$ cat config.mk
export PLATFORM = sky130hd
export DESIGN_NAME = writeback_queue
export DESIGN_NICKNAME = d
export VERILOG_FILES = /design/src/rtl/writeback_queue.sv
export SDC_FILE = /design/constraint.sdc
export NUM_CORES = 1
export LEC_CHECK = 0
export CAP_MARGIN = 20
export CELL_PAD_IN_SITES_DETAIL_PLACEMENT = 1
export CELL_PAD_IN_SITES_GLOBAL_PLACEMENT = 1
export CORE_ASPECT_RATIO = 1.1
export CORE_MARGIN = 5
export CORE_UTILIZATION = 35
export CTS_CLUSTER_DIAMETER = 50
export DETAILED_ROUTE_END_ITERATION = 8
export GPL_ROUTABILITY_DRIVEN = 0
export GPL_TIMING_DRIVEN = 0
export PLACE_DENSITY_LB_ADDON = 0.1
export SYNTH_ARGS = -nofsm -noshare
export SYNTH_HDL_FRONTEND = slang
export SYNTH_SLANG_ARGS = --single-unit
$ cat constraint.sdc
create_clock -name clk -period 2.2 [get_ports clk]
set_input_delay 0.55 -clock clk [delete_from_list [all_inputs] [get_ports clk]]
set_output_delay 0.55 -clock clk [all_outputs]
set_load 0.01 [all_outputs]
$ cat src/rtl/writeback_queue.sv
// writeback_queue
//   Buffers register-file write-backs and drains at most one per cycle into
//   the register file's general write port (address_3) or its stack write
//   port (register 0). Queued writes that are not yet in the register file
//   are forwarded, youngest first, to the two read addresses.
//
// Optional feature macro: WRITEBACK_QUEUE_FORWARD_EN
//   defined   -> forwarding compare logic is built
//   undefined -> forward_hit_* and forward_data_* are tied to 0; the consumer
//                must hold reads until occupancy is 0
//
// Ports
//   clk, reset_n                    clock, synchronous active-low reset
//   enq_valid/enq_ready             producer handshake (ready = not full)
//   enq_is_stack/enq_address/enq_data  write-back payload
//   drain_stall                     register file port unavailable, head held
//   general_register_write_enable, address_3, general_register_write_data
//                                   general write port (head entry)
//   stack_write_enable, stack_register_write_data
//                                   stack write port (head entry)
//   address_1/2, forward_hit_1/2, forward_data_1/2
//                                   read-address forwarding
//   occupancy                       number of queued entries
module writeback_queue #(
  parameter int ADDR_WIDTH_RF = 4,
  parameter int DATA_WIDTH    = 16,
  parameter int DEPTH         = 4
) (
  input  logic                     clk,
  input  logic                     reset_n,
  input  logic                     enq_valid,
  output logic                     enq_ready,
  input  logic                     enq_is_stack,
  input  logic [ADDR_WIDTH_RF-1:0] enq_address,
  input  logic [DATA_WIDTH-1:0]    enq_data,
  input  logic                     drain_stall,
  output logic                     general_register_write_enable,
  output logic [ADDR_WIDTH_RF-1:0] address_3,
  output logic [DATA_WIDTH-1:0]    general_register_write_data,
  output logic                     stack_write_enable,
  output logic [DATA_WIDTH-1:0]    stack_register_write_data,
  input  logic [ADDR_WIDTH_RF-1:0] address_1,
  input  logic [ADDR_WIDTH_RF-1:0] address_2,
  output logic                     forward_hit_1,
  output logic                     forward_hit_2,
  output logic [DATA_WIDTH-1:0]    forward_data_1,
  output logic [DATA_WIDTH-1:0]    forward_data_2,
  output logic [$clog2(DEPTH):0]   occupancy
);

  localparam int PTR_W = $clog2(DEPTH);
  localparam int CNT_W = PTR_W + 1;

  typedef struct packed {
    logic                     is_stack;
    logic [ADDR_WIDTH_RF-1:0] addr;
    logic [DATA_WIDTH-1:0]    data;
  } wb_entry_t;

  wb_entry_t [DEPTH-1:0] entry_q, entry_d;
  logic      [DEPTH-1:0] valid_q, valid_d;
  logic      [PTR_W-1:0] head_q, head_d;
  logic      [PTR_W-1:0] tail_q, tail_d;
  logic      [CNT_W-1:0] count_q, count_d;

  logic      full, empty, enq_fire, deq_fire, head_vld;
  wb_entry_t head_entry;

  // Queue control and next state
  always_comb begin
    full     = (count_q == CNT_W'(DEPTH));
    empty    = (count_q == '0);
    // No pass-through when full: ready ignores a same-cycle dequeue.
    enq_fire = enq_valid && !full;
    deq_fire = !empty && !drain_stall;

    entry_d = entry_q;
    valid_d = valid_q;
    head_d  = head_q;
    tail_d  = tail_q;
    count_d = count_q;

    // Head and tail only coincide when empty or full, and then only one of
    // the two fires, so the update order below is safe.
    if (deq_fire) begin
      valid_d[head_q] = 1'b0;
      head_d          = head_q + 1'b1;
    end
    if (enq_fire) begin
      entry_d[tail_q].is_stack = enq_is_stack;
      entry_d[tail_q].addr     = enq_is_stack ? '0 : enq_address;
      entry_d[tail_q].data     = enq_data;
      valid_d[tail_q]          = 1'b1;
      tail_d                   = tail_q + 1'b1;
    end

    case ({enq_fire, deq_fire})
      2'b10:   count_d = count_q + 1'b1;
      2'b01:   count_d = count_q - 1'b1;
      default: count_d = count_q;
    endcase
  end

  always_ff @(posedge clk) begin
    if (!reset_n) begin
      entry_q <= '0;
      valid_q <= '0;
      head_q  <= '0;
      tail_q  <= '0;
      count_q <= '0;
    end else begin
      entry_q <= entry_d;
      valid_q <= valid_d;
      head_q  <= head_d;
      tail_q  <= tail_d;
      count_q <= count_d;
    end
  end

  // Write ports, straight from the head entry
  always_comb begin
    head_entry = entry_q[head_q];
    head_vld   = valid_q[head_q];

    enq_ready = !full;
    occupancy = count_q;

    general_register_write_enable = head_vld && !drain_stall && !head_entry.is_stack;
    stack_write_enable            = head_vld && !drain_stall &&  head_entry.is_stack;

    address_3                   = head_vld ? head_entry.addr : '0;
    general_register_write_data = head_vld ? head_entry.data : '0;
    stack_register_write_data   = head_vld ? head_entry.data : '0;
  end

`ifdef WRITEBACK_QUEUE_FORWARD_EN
  // Walk from head (oldest) to tail (youngest); a later match overrides an
  // earlier one so the youngest pending value wins. The head still matches
  // while being drained because the register file only updates at the edge,
  // and this cycle's enqueue is not yet in entry_q.
  logic [PTR_W-1:0] fwd_idx;

  always_comb begin
    forward_hit_1  = 1'b0;
    forward_hit_2  = 1'b0;
    forward_data_1 = '0;
    forward_data_2 = '0;
    fwd_idx        = '0;
    for (int i = 0; i < DEPTH; i++) begin
      fwd_idx = head_q + PTR_W'(i);
      if ((CNT_W'(i) < count_q) && valid_q[fwd_idx]) begin
        if (entry_q[fwd_idx].addr == address_1) begin
          forward_hit_1  = 1'b1;
          forward_data_1 = entry_q[fwd_idx].data;
        end
        if (entry_q[fwd_idx].addr == address_2) begin
          forward_hit_2  = 1'b1;
          forward_data_2 = entry_q[fwd_idx].data;
        end
      end
    end
  end
`else
  // Read addresses are unused without forwarding.
  logic unused_read_addr;
  assign unused_read_addr = ^{address_1, address_2};

  assign forward_hit_1  = 1'b0;
  assign forward_hit_2  = 1'b0;
  assign forward_data_1 = '0;
  assign forward_data_2 = '0;
`endif

endmodule
==> summary.md, run 1 <==
| Metric | Value |
|---|---|
| Status | `finished, violations left` |
| Failing checks | `negative setup slack` |
| Vias in the first global route | `3,972` |
| Power density over cell area | `897 nW/µm²` |
| Flops & latches, synth | `95` |
| Commonest cells after routing, fill and taps aside | `nand2_1, dfxtp_1, mux2i_1, buf_6, buf_4` |
| Root Buffer | `clkbuf_16` |
| Yosys cell types | `30` |
| Cells after synthesis | `475` |
| Layout Skew | `0.00592 ns` |
| Ant diodes | `0` |
| Final setup viols | `39` |
| TritonCTS clock tree | `done` |
| Syn Area/Cell | `10.3 µm²` |
| Final core utilization | `49.1%` |
| PortBufs | `65` |
| CP max FO | `7` |
| Yosys top cell area share | `38.7%` |
| Drt via density | `4.65` |
| Synthesized area | `4910 µm²` |
| Site Rows | `45` |
| H-tree Lvls | `3` |
| Slew headroom | `51.3%` |
| Max-cap violations | `0` |
| Final ANT Viol Nets | `0` |
| Final instance area | `6770 µm²` |
| Pre-antenna DRT Iters | `4` |
| Yosys warns | `0` |
| Total CTS buffers | `9` |
| Remaining DRCs | `0` |
| Clock period minus worst slack | `2.43 ns` |
| Max-slew violations | `0` |
| Largest cells by area after synthesis | `dfxtp_1, mux2i_1, mux4_2, nand2_1, buf_4` |
| Die Y | `134 µm` |
| Io pins | `109` |
| Leakage power | `2.65 nW` |
| Die Width | `123 µm` |
| First-pass GRT wire length | `22,500 µm` |
| Synth-to-Final Area Change | `37.8%` |
| Hold_buf cts | `0` |
| Final period util | `111%` |
| Initial Utilization | `35.6%` |
| Post-synth top area cell | `dfxtp_1` |
| HP Class | `flop to flop` |
| Iter 0 DRT Violations | `97` |
| Worst slew pin tran | `0.731 ns` |
| Die Area | `16,500 µm²` |
| Arrival @ worst endpoint | `1.88 ns` |
| RSZ-0062 raised after global routing | `yes` |
| CTS max path bufs | `2` |
| Largest net degree at the start of global routing | `16` |
| Tot GR Track Use | `18.0%` |
| Filler Cell Count | `1,517` |
| Initial antenna violation count | `0` |
| Final HPWL DP | `9670 µm` |
| Commonest non-fill, non-tap cell in the layout | `nand2_1` |
| Core area | `13,800 µm²` |
| R2R setup slack | `-0.04 ns` |
| Overflow after GRT | `0` |
| Setup WS post-layout | `-0.234 ns` |
| Worst-Skew Late Latency | `0.35 ns` |
| Startpoint class of the critical path | `flop` |
| Share of cells above drive strength 1 | `32.6%` |
| Final net count | `639` |
| Maximum vdd drop | `0.387 mV` |
| TritonCTS Sinks | `95` |
| Post-DR wirelength/cell | `18.3 µm` |
| WS Path Type | `flop to primary output` |
| Drt total wl | `14,500 µm` |
| Via count | `3,665` |
| Critical path capture point type | `primary output` |
| Fmax | `0.411 GHz` |
| Clk slew on worst S/H paths | `0.07 ns` |
| Sequential-to-total area share from yosys stat | `38.7%` |
| Placed inst area | `5940 µm²` |
| Worst Path Required | `1.65 ns` |
| Final Hold Vio Count | `0` |
-- cell usage after synthesis --
master,instances
a21boi_0,1
nand2_1,113
xor2_1,1
and2_1,2
nand3b_1,4
fa_1,1
buf_2,3
o21ai_0,3
nor3_1,2
dfxtp_1,95
o2bb2ai_1,4
or3_1,1
buf_12,8
nor2b_1,20
ha_1,9
xnor2_1,1
clkbuf_1,19
or3b_1,1
inv_1,8
nor3b_1,5
and2_2,1
mux2_2,1
nand4_1,1
buf_6,5
and3_4,4
buf_4,50
mux4_2,21
conb_1,1
nor2_1,1
mux2i_1,89
-- flip-flops by register name, indices dropped and copies added (netlist names) --
signal / cells
occupancy: 3
head_q: 2
tail_q: 2
entry_q: 84
valid_q: 4
-- routing by layer --
layer | up-vias | GRT usage (%) | wire length [µm] | share of wire, %
met5 | - | 0 | 0 | 0
met4 | 0 | 5.97 | 210 | 1.5
met3 | 13 | 2.36 | 470 | 3.3
met1 | 1823 | 23.3 | 6360 | 44
li1 | 1752 | - | - | -
met2 | 77 | 30.8 | 7420 | 51
-- layout make-up --
class	instances	area (µm²)	share of cell area [%]
clock buffer	10	239	3.53
inverter	8	32.5	0.480
timing repair buffer	79	837	12.4
clock inverter	6	83.8	1.24
buffer	83	818	12.1
multi-input combinational	320	2610	38.6
sequential	95	1910	28.2
tap	188	235	3.47
-- where the power goes --
part	internal (W)	switching, W	leakage, nW
clock	0.00102	0.000708	0.162
combinational	0.00128	0.00108	1.71
sequential	0.00188	0.000102	0.774
total	0.00418	0.00189	2.65
-- per-stage QoR --
stage	setup WS (ns)	hold WS, ns	total power (W)	instances	TNS, ns
5_1_grt	-0.280	0.470	0.00633	789	-8.41
2_1_floorplan	-0.0338	0.429	0.00315	508	-0.0338
3_5_place_dp	-0.884	0.446	0.00371	761	-27.94
4_1_cts	-0.322	0.454	0.00605	787	-7.49
3_3_place_gp	-0.896	0.436	0.00368	761	-28.20
6_report	-0.234	0.451	0.00607	789	-6.32
-- final timing paths --
path / start / cells past startpoint / to
setup / recovery: head_q[0] / 6 / stack_register_write_data[4]
hold reg to reg: valid_q[0] / 2 / valid_q[0]
setup reg to reg: occupancy[2] / 9 / occupancy[2]
hold / removal: valid_q[0] / 2 / valid_q[0]
-- logic make-up (layout without fill, tap and decap cells) --
logic type / count (synthesis) / in the layout / share of synthesized area, %
buffers and inverters: 93 / 186 / 14.4
xor gates and xnor gates: 2 / 2 / 0.357
AOI/OAI and AO/OA: 8 / 8 / 1.17
other: 1 / 34 / 0.0763
DFF: 95 / 95 / 38.7
adders and majority gates: 10 / 10 / 2.70
and+or+nand+nor: 155 / 155 / 14.6
muxes: 111 / 111 / 28.0
-- critical path, stage by stage, from the launching register on --
cell and delay, ns:
dfxtp_2 0.36, buf_12 0.15, buf_12 0.15, mux4_2 0.50, nor2b_4 0.15, buf_6 0.11
buf_6 0.11
-- what timing repair did --
| action | 4_1_cts | 5_1_grt |
|---|---|---|
| resized for setup | 257 | 25 |
| cloned | 3 | 1 |
| pin swaps | 2 | 3 |
| buffers inserted | 8 | 3 |
| setup endpoints to repair | 41 | 39 |
Power figures use the tool's default switching activity.
==> run 2: changes to the inputs <==
--- a/config.mk
+++ b/config.mk
@@ -8,7 +8,7 @@
 export CAP_MARGIN = 20
 export CELL_PAD_IN_SITES_DETAIL_PLACEMENT = 1
 export CELL_PAD_IN_SITES_GLOBAL_PLACEMENT = 1
-export CORE_ASPECT_RATIO = 1.1
+export CORE_ASPECT_RATIO = 1.75
 export CORE_MARGIN = 5
 export CORE_UTILIZATION = 35
 export CTS_CLUSTER_DIAMETER = 50
==> summary.md, run 2 (synthesized netlist as in run 1, its figures left out) <==
| Metric | Value |
|---|---|
| Final ANT Viol Nets | `0 (unchanged)` |
| Ant diodes | `0 (unchanged)` |
| Clock power frac | `28.2% (-0.3 points)` |
| Final net count | `644 (+0.78%)` |
| NetSw | `0.00187 W (-1.2%)` |
| Setup WS post-layout | `-0.214 ns (+0.0195 ns)` |
| TritonCTS clock tree | `done` |
| Max-cap violations | `0 (unchanged)` |
| Drt via density | `4.74 (+2.0%)` |
| Die Area | `16,600 µm² (+0.55%)` |
| Critical Path Max Stage Delay | `0.51 ns (about the same)` |
| Number of flip-flops in the largest register | `84 (unchanged)` |
| Site Rows | `57 (+27%)` |
| Hold path depth | `2 (unchanged)` |
| Post-DR wirelength/cell | `18.5 µm (+1.1%)` |
| Initial antenna violation count | `0 (unchanged)` |
| Initial Utilization | `35.5% (-0.11 points)` |
| HP Class | `flop to flop` |
| Vias in the first global route | `4,201 (+5.8%)` |
| Pre-antenna DRT Iters | `6 (+2)` |
| Final setup viols | `39 (unchanged)` |
| Placed inst area | `5920 µm² (-0.23%)` |
| Setup WS pre-CTS | `-0.872 ns (+0.0118 ns)` |
| Max-slew violations | `0 (unchanged)` |
| First-pass GRT wire length | `23,100 µm (+2.8%)` |
| Final instance area | `6840 µm² (+0.94%)` |
| Leakage power | `2.69 nW (+1.4%)` |
| Maximum vdd drop | `0.503 mV (+30%)` |
| Seq pwr share | `32.2% (-0.5 points)` |
| TritonCTS Sinks | `95 (unchanged)` |
| Io pins | `109 (unchanged)` |
| Gate power share | `39.6% (+0.8 points)` |
| Commonest cells after routing, fill and taps aside | `nand2_1, dfxtp_1, mux2i_1, buf_6, buf_4` |
| Arrival @ worst endpoint | `1.86 ns (-0.02 ns)` |
| Slew headroom | `50.9% (-0.42 points)` |
| Critical path capture point type | `primary output` |
| RSZ-0062 raised after global routing | `yes` |
| Remaining DRCs | `0 (unchanged)` |
| Clock period minus worst slack | `2.41 ns (-0.0195 ns)` |
| Worst R2R Path Depth | `9 (unchanged)` |
| Fmax | `0.414 GHz (+0.81%)` |
| Overflow after GRT | `0 (unchanged)` |
| Synth-to-Final Area Change | `39.1%` |
| Core area | `13,800 µm² (+0.30%)` |
| Drt total wl | `14,500 µm (+0.32%)` |
| Worst slew pin tran | `0.737 ns (+0.00632 ns)` |
| Final Hold Vio Count | `0 (unchanged)` |
| Largest net degree at the start of global routing | `16 (unchanged)` |
| Failing checks | `negative setup slack` |
| Worst-Skew Late Latency | `0.34 ns (about the same)` |
| WS Path Type | `flop to primary output` |
| Iter 0 DRT Violations | `88 (-9.3%)` |
| R2R setup slack | `0 ns (+0.04 ns)` |
| Total CTS buffers | `9 (unchanged)` |
| Tot GR Track Use | `18.2% (+0.21 points)` |
| CTS max path bufs | `2 (unchanged)` |
| Power density over cell area | `901 nW/µm² (+0.43%)` |
| Startpoint class of the critical path | `flop` |
| Total negative slack | `-6.13 ns (+0.194 ns)` |
| PortBufs | `65 (unchanged)` |
| Die Width | `99.6 µm (-19%)` |
| Status | `finished, violations left` |
| Commonest non-fill, non-tap cell in the layout | `nand2_1` |
| Via count | `3,711 (+1.3%)` |
| Root Buffer | `clkbuf_16` |
| Largest reg by FF count | `entry_q` |
| Hold_ws | `0.458 ns (+0.00770 ns)` |
| Worst Path Required | `1.65 ns (about the same)` |
| Slowest CP cell | `mux4_2` |
| Cell chain of the critical path | `buf_12 -> buf_12 -> mux4_2 -> nor2b_4 -> buf_6 -> buf_6` |
| Die Y | `167 µm (+24%)` |
| H-tree Lvls | `3 (unchanged)` |
| Clk slew on worst S/H paths | `0.06 ns (about the same)` |
| CP max FO | `7 (unchanged)` |
| Internal power | `0.00429 W (+2.5%)` |
| Final period util | `110% (-0.89 points)` |
| Share of cells above drive strength 1 | `33.5% (+0.89 points)` |
| Final HPWL DP | `10,200 µm (+5.1%)` |
| Sw frac | `30.3% (-0.79 points)` |
| Layout Skew | `0.00791 ns (+0.00200 ns)` |
run 2: per-stage QoR:
step	util, %	total power, W	instances
3_3_place_gp	42.8	0.00368	750
3_5_place_dp	42.8	0.00372	750
5_1_grt	49.4	0.00644	783
6_report	49.4	0.00616	783
4_1_cts	48.9	0.00618	780
2_1_floorplan	-	0.00315	508
run 2: what timing repair did:
item                                    4_1_cts  5_1_grt
gates cloned                                  4        0
resized for setup                           273       13
setup buffers                                11        4
hold buffers                                  0        0
endpoints found under the setup margin       41       39
pin swaps                                     2        4
run 2: layer usage:
metal  wire length [µm]  track usage [%]  up-vias  share of wire, %
li1                   -                -     1759                 -
met1               5500             19.8     1845                38
met2               8080             34.3       84                56
met3                495             3.31       23               3.4
met4                430             6.48        0               3.0
met5                  0                0        -                 0
run 2: cell type report:
type	instances	area, µm²
buffer	83	818
clock buffer	11	253
timing repair buffer	84	893
fill	1520	7000
sequential	95	1910
tap	177	221
multi-input combinational	320	2630
inverter	8	30.0
clock inverter	5	78.8
run 2: final timing paths:
check,from,endpoint
setup / recovery,head_q[0],stack_register_write_data[6]
hold / removal,entry_q[62],entry_q[62]
setup reg to reg,occupancy[1],occupancy[2]
hold reg to reg,entry_q[62],entry_q[62]
run 2: worst max-delay path, delay by kind of cell, from the launching register on:
| family | cells | cell delay, ns |
|---|---|---|
| mux | 1 | 0.51 |
| buf+inv | 4 | 0.50 |
| flops | 1 | 0.36 |
| simple gates | 1 | 0.15 |
run 2: power by group through the flow:
| stage | logic (W) | clock network, W | registers [W] |
|---|---|---|---|
| after global routing | 0.00259 | 0.00185 | 0.00200 |
| after CTS | 0.00242 | 0.00177 | 0.00198 |
| after floorplan | 0.00116 | 0 | 0.00199 |
| after global placement | 0.00168 | 0 | 0.00200 |
| after detailed placement | 0.00170 | 0 | 0.00202 |
| final | 0.00244 | 0.00174 | 0.00198 |
